==> config.mk <==
export PLATFORM = sky130hd
export DESIGN_NAME = adc_scale_ramp_ctrl_flat
export DESIGN_NICKNAME = d
export VERILOG_FILES = /design/src/rtl/adc_scale_ramp_ctrl_if.sv /design/src/rtl/adc_scale_ramp_ctrl.sv /design/src/flat_wrapper.sv
export SDC_FILE = /design/constraint.sdc
export NUM_CORES = 1
export LEC_CHECK = 0
export CORE_MARGIN = 10
export CORE_UTILIZATION = 58
export CTS_CLUSTER_DIAMETER = 80
export DETAILED_ROUTE_END_ITERATION = 8
export PLACE_DENSITY = 0.83
export SYNTH_ARGS = -nofsm -noshare
export SYNTH_HDL_FRONTEND = slang
export SYNTH_SLANG_ARGS = --single-unit
==> constraint.sdc <==
create_clock -name user_clk -period 6.52 [get_ports user_clk]
set_clock_uncertainty 0.2 [all_clocks]
set_input_delay 1.304 -clock user_clk [delete_from_list [all_inputs] [get_ports user_clk]]
set_output_delay 1.304 -clock user_clk [all_outputs]
set_load 0.03 [all_outputs]
==> src/rtl/adc_scale_ramp_ctrl_if.sv <==
`default_nettype none
// +--------------------------------------------------------------------------+
// | adc_scale_ramp_ctrl_if                                                   |
// | Register-side bus of the ADC I/Q scale ramp sequencer.                   |
// | Rev 1.0 - initial release                                                |
// +--------------------------------------------------------------------------+
interface adc_scale_ramp_ctrl_if #(
   parameter int W = 16
);
   logic [31:0]  i_target_word;
   logic [31:0]  q_target_word;
   logic [31:0]  ctrl_word;
   logic [W-1:0] i_scale;
   logic [W-1:0] q_scale;
   logic         busy;
   logic         done;
   logic [31:0]  status_word;

   modport master (
      output i_target_word, q_target_word, ctrl_word,
      input  i_scale, q_scale, busy, done, status_word
   );

   modport slave (
      input  i_target_word, q_target_word, ctrl_word,
      output i_scale, q_scale, busy, done, status_word
   );
endinterface
`default_nettype wire

==> src/rtl/adc_scale_ramp_ctrl.sv <==
`default_nettype none
// +--------------------------------------------------------------------------+
// | adc_scale_ramp_ctrl                                                      |
// | Ramps the ADC I/Q scale factors toward latched targets in bounded steps  |
// | with a programmable dwell. Optional macro ADC_SCALE_RAMP_CNT_EN adds an  |
// | 8-bit completed-ramp counter on status_word[31:24].                      |
// | Rev 1.0 - initial release                                                |
// +--------------------------------------------------------------------------+
module adc_scale_ramp_ctrl #(
   parameter int          W           = 16,
   parameter logic [15:0] RESET_SCALE = 16'h4000
) (
   input  wire logic            user_clk,
   input  wire logic            user_rst_n,
   adc_scale_ramp_ctrl_if.slave bus
);

   // Wide enough to hold cur+step without wrap even when W < 8.
   localparam int WX = ((W > 8) ? W : 8) + 1;
   localparam logic [W-1:0] c_rst_scale = RESET_SCALE[W-1:0];

   typedef enum logic [1:0] {
      S_IDLE  = 2'd0,
      S_STEP  = 2'd1,
      S_DWELL = 2'd2,
      S_DONE  = 2'd3
   } state_t;

   state_t        r_state;
   state_t        w_state_nxt;

   logic          r_go_prev;
   logic [W-1:0]  r_i_scale;
   logic [W-1:0]  r_q_scale;
   logic [W-1:0]  r_i_tgt;
   logic [W-1:0]  r_q_tgt;
   logic [7:0]    r_step;
   logic [15:0]   r_dwell;
   logic [15:0]   r_dwell_cnt;
   logic          r_overrun;

   logic          w_go;
   logic          w_abort;
   logic          w_go_evt;
   logic          w_accept;
   logic          w_busy;
   logic          w_at_tgt;
   logic [W-1:0]  w_i_nxt;
   logic [W-1:0]  w_q_nxt;
   logic [7:0]    w_cnt;
   logic          w_unused_bits;

   assign w_go     = bus.ctrl_word[0];
   assign w_abort  = bus.ctrl_word[1];
   assign w_go_evt = w_go & ~r_go_prev;
   assign w_busy   = (r_state != S_IDLE);
   assign w_accept = w_go_evt & ~w_abort & ~w_busy;
   assign w_at_tgt = (r_i_scale == r_i_tgt) && (r_q_scale == r_q_tgt);

   assign w_unused_bits = ^{bus.i_target_word[31:W], bus.q_target_word[31:W],
                            bus.ctrl_word[7:2]};

   // One increment toward tgt, saturating at tgt; step of zero jumps.
   function automatic logic [W-1:0] f_step_toward(
      input logic [W-1:0] cur,
      input logic [W-1:0] tgt,
      input logic [7:0]   step
   );
      logic [WX-1:0] v_c;
      logic [WX-1:0] v_t;
      logic [WX-1:0] v_s;
      logic [W-1:0]  v_r;
      v_c = WX'(cur);
      v_t = WX'(tgt);
      v_s = WX'(step);
      v_r = cur;
      if (step == 8'd0) begin
         v_r = tgt;
      end else if (v_c < v_t) begin
         v_r = (v_s >= (v_t - v_c)) ? tgt : W'(v_c + v_s);
      end else if (v_c > v_t) begin
         v_r = (v_s >= (v_c - v_t)) ? tgt : W'(v_c - v_s);
      end
      return v_r;
   endfunction

   assign w_i_nxt = f_step_toward(r_i_scale, r_i_tgt, r_step);
   assign w_q_nxt = f_step_toward(r_q_scale, r_q_tgt, r_step);

   always_ff @(posedge user_clk or negedge user_rst_n) begin
      if (!user_rst_n) begin
         r_state <= S_IDLE;
      end else begin
         r_state <= w_state_nxt;
      end
   end

   always_comb begin
      w_state_nxt = r_state;
      case (r_state)
         S_IDLE: begin
            if (w_accept) w_state_nxt = S_STEP;
         end
         S_STEP: begin
            if ((w_i_nxt == r_i_tgt) && (w_q_nxt == r_q_tgt)) w_state_nxt = S_DONE;
            else                                              w_state_nxt = S_DWELL;
         end
         S_DWELL: begin
            if (r_dwell_cnt >= r_dwell) w_state_nxt = S_STEP;
         end
         S_DONE: begin
            w_state_nxt = S_IDLE;
         end
         default: begin
            w_state_nxt = S_IDLE;
         end
      endcase
      if (w_abort) w_state_nxt = S_IDLE;
   end

   always_ff @(posedge user_clk or negedge user_rst_n) begin
      if (!user_rst_n) begin
         r_go_prev   <= 1'b1;
         r_i_scale   <= c_rst_scale;
         r_q_scale   <= c_rst_scale;
         r_i_tgt     <= c_rst_scale;
         r_q_tgt     <= c_rst_scale;
         r_step      <= 8'd0;
         r_dwell     <= 16'd0;
         r_dwell_cnt <= 16'd0;
         r_overrun   <= 1'b0;
      end else begin
         r_go_prev <= w_go;
         if (w_accept) begin
            r_i_tgt   <= bus.i_target_word[W-1:0];
            r_q_tgt   <= bus.q_target_word[W-1:0];
            r_step    <= bus.ctrl_word[15:8];
            r_dwell   <= bus.ctrl_word[31:16];
            r_overrun <= 1'b0;
         end else if (w_go_evt && w_busy && !w_abort) begin
            r_overrun <= 1'b1;
         end
         if ((r_state == S_STEP) && !w_abort) begin
            r_i_scale <= w_i_nxt;
            r_q_scale <= w_q_nxt;
         end
         // Dwell counter starts at 1 so that dwell=0 still costs one cycle.
         if (r_state == S_STEP) begin
            r_dwell_cnt <= 16'd1;
         end else if (r_state == S_DWELL) begin
            r_dwell_cnt <= r_dwell_cnt + 16'd1;
         end
      end
   end

`ifdef ADC_SCALE_RAMP_CNT_EN
   logic [7:0] r_ramp_cnt;

   always_ff @(posedge user_clk or negedge user_rst_n) begin
      if (!user_rst_n) begin
         r_ramp_cnt <= 8'd0;
      end else if (r_state == S_DONE) begin
         r_ramp_cnt <= r_ramp_cnt + 8'd1;
      end
   end

   assign w_cnt = r_ramp_cnt;
`else
   assign w_cnt = 8'd0;
`endif

   assign bus.i_scale     = r_i_scale;
   assign bus.q_scale     = r_q_scale;
   assign bus.busy        = w_busy;
   assign bus.done        = (r_state == S_DONE);
   assign bus.status_word = {w_cnt, 21'd0, w_at_tgt, r_overrun, w_busy};

endmodule
`default_nettype wire

==> src/flat_wrapper.sv <==
// flat-port wrapper written by rule: the top's interface ports become plain ports
module adc_scale_ramp_ctrl_flat 
#(
   parameter int          W           = 16,
   parameter logic [15:0] RESET_SCALE = 16'h4000
)
  (user_clk, user_rst_n, bus_i_target_word, bus_q_target_word, bus_ctrl_word, bus_i_scale, bus_q_scale, bus_busy, bus_done, bus_status_word);
  adc_scale_ramp_ctrl_if #(.W(W)) bus_i ();
  input  wire logic user_clk;
  input  wire logic user_rst_n;
  input wire logic [$bits(bus_i.i_target_word)-1:0] bus_i_target_word;
  input wire logic [$bits(bus_i.q_target_word)-1:0] bus_q_target_word;
  input wire logic [$bits(bus_i.ctrl_word)-1:0] bus_ctrl_word;
  output wire logic [$bits(bus_i.i_scale)-1:0] bus_i_scale;
  output wire logic [$bits(bus_i.q_scale)-1:0] bus_q_scale;
  output wire logic [$bits(bus_i.busy)-1:0] bus_busy;
  output wire logic [$bits(bus_i.done)-1:0] bus_done;
  output wire logic [$bits(bus_i.status_word)-1:0] bus_status_word;
  assign bus_i.i_target_word = bus_i_target_word;
  assign bus_i.q_target_word = bus_q_target_word;
  assign bus_i.ctrl_word = bus_ctrl_word;
  assign bus_i_scale = bus_i.i_scale;
  assign bus_q_scale = bus_i.q_scale;
  assign bus_busy = bus_i.busy;
  assign bus_done = bus_i.done;
  assign bus_status_word = bus_i.status_word;
  adc_scale_ramp_ctrl #(.W(W), .RESET_SCALE(RESET_SCALE)) u_core (.user_clk(user_clk), .user_rst_n(user_rst_n), .bus(bus_i));
endmodule
# After elaboration in Yosys (flattened, before gate mapping)
# Cells that the tools add are included.
# totals
in_bits,98
word_cells,74
register_bits,108
output_inout_bits,66
# classes
bitwise_logic,6
n_mux,19
magnitude_cmp,9
add_sub_neg,9
n_reduce_logical,12
eq_ne,9
# ops
cell,n
2-to-1 mux 16 bit,12
greater-or-equal comparator 8 x 17 -> 1 bit,4
subtractor 16 x 16 -> 17 bit,4
equality test 16 bit,4
adder 16 x 8 -> 16 bit,2
> comparator 16 bit,2
< comparator 16 bit,2
subtractor 16 x 8 -> 16 bit,2
adder 16 x 1 -> 16 bit (second input constant),1
greater-or-equal comparator 16 bit,1
logical NOT 8 bit,1
case mux 2 bit (4 select lines),1
2-to-1 mux 2 bit,3
inequality test 3 x 2 -> 1 bit (second input constant),2
nonzero test 2 bit,3
logical AND 1 bit,5
equality test 2 bit (second input constant),2
AND 1 bit,3
2-to-1 mux 1 bit,3
NOT 1 bit,3
equality test 2 x 1 -> 1 bit (second input constant),1
logical NOT 2 bit,1
AND reduction 2 bit,1
logical NOT 1 bit,1

# Logic depth before layout (Yosys ltp)
# logic_depth
ltp_word,11
depth_mapped,23
ltp_nobuf,21

# Worst setup path before layout
# OpenSTA, ideal clock, no wires.
# synth_path
kind,register to register
startpoint,"register u_core.r_q_scale[1], in the netlist u_core.bus.q_scale[1]"
endpoint,register u_core.r_state[0]
n_path_buf,0
arrival_time_ps,4837
t_required_ps,6256
slack_ps,1419
path_stages_with_launch,20
synth_period_minus_slack_ps,5101
setup_time_ps,64
path_cell_list,dfrtp_1 > inv_1 > fa_1 > a21o_1 > a221oi_2 > xor2_1 > ha_1 > o2111ai_1 > nor2_1 > a221oi_1 > a211oi_1 > nand4_1 > nor4_2 > nor2_1 > nand3_1 > o2111ai_1 > a2111o_1 > or4_1 > o31ai_1 > a21o_1
# synth_via
elab_chain_cells,11
word_cells_on_any_way,18
classes_between,add/sub (4); order compare (4); eq/ne (1); mux (8); reduce/logical (1)
# synth_rtl
element,line_no,text
start: declaration,adc_scale_ramp_ctrl.sv:34,logic [W-1:0] r_q_scale;
start signal: assignment,adc_scale_ramp_ctrl.sv:125,r_q_scale <= c_rst_scale;
start signal: assignment,adc_scale_ramp_ctrl.sv:145,r_q_scale <= w_q_nxt;
subtractor 16 x 16 -> 17 bit,adc_scale_ramp_ctrl.sv:82,v_r = (v_s >= (v_c - v_t)) ? tgt : W'(v_c - v_s);
greater-or-equal comparator 8 x 17 -> 1 bit,adc_scale_ramp_ctrl.sv:82,
2-to-1 mux 16 bit,adc_scale_ramp_ctrl.sv:82,
2-to-1 mux 16 bit,adc_scale_ramp_ctrl.sv:81,end else if (v_c > v_t) begin
2-to-1 mux 16 bit (*),adc_scale_ramp_ctrl.sv:79,end else if (v_c < v_t) begin
2-to-1 mux 16 bit (*),adc_scale_ramp_ctrl.sv:77,if (step == 8'd0) begin
equality test 16 bit (*),adc_scale_ramp_ctrl.sv:105,if ((w_i_nxt == r_i_tgt) && (w_q_nxt == r_q_tgt)) w_state_nxt = S_DONE;
logical AND 1 bit (*),adc_scale_ramp_ctrl.sv:105,
2-to-1 mux 1 bit (*),adc_scale_ramp_ctrl.sv:105,
case mux 2 bit (4 select lines) (*),adc_scale_ramp_ctrl.sv:100,case (r_state)
2-to-1 mux 2 bit (*),adc_scale_ramp_ctrl.sv:118,if (w_abort) w_state_nxt = S_IDLE;
end signal: assignment,adc_scale_ramp_ctrl.sv:94,r_state <= w_state_nxt;
end: declaration,adc_scale_ramp_ctrl.sv:29,state_t r_state;
# Mark *: on every way between the ends. The rest lies on a longest branch, timed or not.
# A chain may end at the register's enable or synchronous reset.

# Worst setup path after layout
# layout_path
startpoint,"register u_core.r_q_scale[2], in the netlist u_core.bus.q_scale[2]"
endpoint,register u_core.r_state[0]
# Same word-level chain as after synthesis.

==> results.sh <==
export IMPL_grtUsageTotal=0.3265
export IMPL_worstHoldPathType="flop to flop"
export IMPL_drive_gt1_frac=0.05272
export IMPL_synth_cell_types=91
export IMPL_setup_viol=0
export IMPL_htreeDepth=3
export IMPL_nNetsFinal=2126
export IMPL_ys_flop_type="dfrtp_1"
export IMPL_synth_edf_count=0
export IMPL_cts_buffers=9
export IMPL_fin_cells=2191
export IMPL_seq_area_frac_synth=0.1990
export IMPL_cts_sinks=108
export IMPL_place_inst=2175
export IMPL_die_x_um=173.2
export IMPL_grt_max_degree=79
export IMPL_multi_input_area_um2=9910
export IMPL_cts_setup_buffers=0
export IMPL_drt_wl_total_um=51500
export IMPL_drt_wirelength_per_cell_um=23.51
export IMPL_cp_slowest_cell="o41ai_2"
export IMPL_antenna_found_initial=0
export IMPL_relSlewSlack=0.2909
export IMPL_die_h_um=173.2
export IMPL_dp_hpwl_um=39800
export IMPL_fmax_ghz=0.1634
export IMPL_die_area_um2=29990
export IMPL_status="finished, final reports clean"
export IMPL_setup_tns_ns=0
export IMPL_worstPathRequired_ns=6.64
export IMPL_cts_root_buffer="clkbuf_16"
export IMPL_start_util=0.5957
export IMPL_hold_viol=0
export IMPL_grt_pass1_wl_um=79600
export IMPL_seqCellArea_um2=2709
export IMPL_drt_iter0_markers=2324
export IMPL_place_gp_congestion=1.065
export IMPL_cts_tree="yes"
export IMPL_yosys_warnings=0
export IMPL_arrival_ns=6.24
export IMPL_cts_resized=0
export IMPL_drc_errors=0
export IMPL_rows=55
export IMPL_synthArstFlopShare=1.000
export IMPL_cp_top_family="compound AO/OA/AOI/OAI gates"
export IMPL_fin_hold_ws_ns=0.3149
export IMPL_drt_pass1_iterations=6
export IMPL_cts_buffer_depth=2
export IMPL_coreArea_um2=22850
export IMPL_cts_clk_slew_worst_paths_ns=0.09
export IMPL_vias=14960
export IMPL_syn_inst=1827
export IMPL_crit_path_end_kind="flop"
export IMPL_syn_to_final_growth_pct=10.50
export IMPL_critical_path_class="flop to flop"
export IMPL_grt_setup_unrepaired="false"
export IMPL_io_buffers=96
export IMPL_ios=164
export IMPL_post_dp_cell_area_um2=14730
export IMPL_final_cell_area_um2=15040
export IMPL_clock_latency_ns=0.39
export IMPL_grt_overflow=0
export IMPL_crit_chain="inv_1 > ha_1 > o211ai_1 > a21oi_1 > nor2_1 > o21ai_0 > xnor2_1 > ha_1 > o2111ai_1 > nor2_1 > a221oi_1 > a211oi_1 > nand4_1 > o41ai_2 > o32ai_1 > a211o_1 > a211o_1 > nor4_1 > nand4_1 > nor4_1 > a21o_1"
export IMPL_maxCapViolCount=0
export IMPL_grt_pass1_vias=13930
export IMPL_viasPerCell=6.827
export IMPL_crit_fanout=9
export IMPL_ys_seq_elements=108
export IMPL_antennaDiodeCount=0
export IMPL_cp_start_kind="flop"
export IMPL_worstMarginPinSlew_ns=1.064
export IMPL_nFillCells=2046
export IMPL_drtAntennaViolNets=0
export IMPL_report_final_slew_viol_count=0
export IMPL_fin_crit_ns=6.118
export IMPL_postCtsHoldBufs=0
export IMPL_timing_final_crit_share=0.9384
export IMPL_avgSynthCellArea_um2=7.449
export IMPL_synth_area_um2=13610
export IMPL_slowest_delay_ns=0.70
export IMPL_crit_buf_inv=1
[final timing paths]
| path | slack, ns | from | depth (start not counted) | to |
|---|---|---|---|---|
| min in group asynchronous | 0.90 | user_rst_n | 1 | u_core.r_dwell[7]$_DFFE_PN0P_ |
| setup reg to reg | 0.40 | u_core.bus.q_scale[2]$_DFFE_PN0P_ | 21 | u_core.r_state[0]$_DFFE_PN0P_ |
| hold / removal | 0.31 | u_core.r_overrun$_DFFE_PN0P_ | 2 | u_core.r_overrun$_DFFE_PN0P_ |
| hold reg to reg | 0.31 | u_core.r_overrun$_DFFE_PN0P_ | 2 | u_core.r_overrun$_DFFE_PN0P_ |
| max in group asynchronous | 4.14 | user_rst_n | 2 | u_core.r_go_prev$_DFF_PN1_ |
| setup / recovery | 0.40 | u_core.bus.q_scale[2]$_DFFE_PN0P_ | 21 | u_core.r_state[0]$_DFFE_PN0P_ |
[layout make-up]
cell class / count / area share
Timing Repair Buffer: 136 / 0.08370
Tap cell: 313 / 0.02604
Clock buffer: 9 / 0.01498
Multi-Input combinational cell: 1496 / 0.6590
Inverter: 122 / 0.03045
Clock inverter: 7 / 0.005741
Sequential cell: 108 / 0.1801
[synth_stat cells (all sizes together) (27+ instances only)]
cell / number / area (um^2)
ha: 147 / 1839
a211oi: 30 / 225.2
a21oi: 138 / 690.7
buf: 49 / 350.3
nand2: 198 / 750.7
nand4: 27 / 168.9
nor2: 126 / 473.0
dfrtp: 103 / 2577
nor4: 27 / 181.4
o21ai: 186 / 934.6
xnor2: 56 / 490.5
nor3: 48 / 240.2
xor2: 30 / 262.8
a21o: 35 / 262.8
clkbuf: 80 / 304.0
nand3: 49 / 245.2
inv: 120 / 450.4
[worst reg2reg max path, stage by stage, from the launching register on]
cell and delay [ns]:
dfrtp_1 0.50, inv_1 0.14, ha_1 0.47, o211ai_1 0.14
a21oi_1 0.40, nor2_1 0.18, o21ai_0 0.30, xnor2_1 0.16
ha_1 0.34, o2111ai_1 0.11, nor2_1 0.12, a221oi_1 0.21
a211oi_1 0.23, nand4_1 0.21, o41ai_2 0.70, o32ai_1 0.16
a211o_1 0.33, a211o_1 0.26, nor4_1 0.26, nand4_1 0.19
nor4_1 0.30, a21o_1 0.15
[flip-flops by register name (all words and copies together), names as in the netlist]
name                count
u_core.r_go_prev        1
u_core.r_dwell         16
u_core.r_overrun        1
u_core.r_dwell_cnt     16
u_core.r_state          2
u_core.r_q_tgt         16
u_core.r_i_tgt         16
u_core.bus.i_scale     16
u_core.bus.q_scale     16
u_core.r_step           8
[per-layer routing]
layer | vias up | wire length (um) | track usage
li1 | 6695 | - | -
met1 | 7061 | 21500 | 0.4575
met2 | 1048 | 21780 | 0.4843
met3 | 154 | 6714 | 0.08255
met4 | 0 | 1505 | 0.09199
met5 | - | 0 | 0
[layout by cell type (no fill, tap or decap), types with 18 or more instances in the layout]
master,n
a211oi_1,30
nand2_1,197
buf_4,41
a221oi_1,20
ha_1,147
a31oi_1,22
dfrtp_1,103
o22ai_1,19
xor2_1,30
clkdlybuf4s50_1,95
o211ai_1,24
or3_1,22
inv_1,120
conb_1,29
o21a_1,18
a21oi_1,138
nand3_1,49
xnor2_1,56
nor3_1,48
nor4_1,24
nand2b_1,20
o21ai_0,180
nand4_1,27
nor2_1,125
a21o_1,35
[cell families (layout without fill, tap and decap cells)]
group,after synthesis,in the layout,synth area share
buffers and inverters,251,274,0.08173
adders and majority gates,155,155,0.1469
DFF,108,108,0.1990
and+or+nand+nor,597,597,0.2118
AOI/OAI and AO/OA,612,612,0.2920
muxes,17,17,0.01287
xor gates and xnor gates,86,86,0.05535
other,1,29,0.0002755
[per-stage QoR]
stage	utilization	worst slack, ns
finish	0.6582	0.4017
global route	0.6582	0.05491
CTS	0.6582	0.5378
detailed placement	0.6446	0.5451
global placement	0.6446	0.7986
floorplan	-	1.419
Power is left out: the tool's default activity adds up to more than one toggle a clock period on the data nets, which glitch-free logic cannot reach.
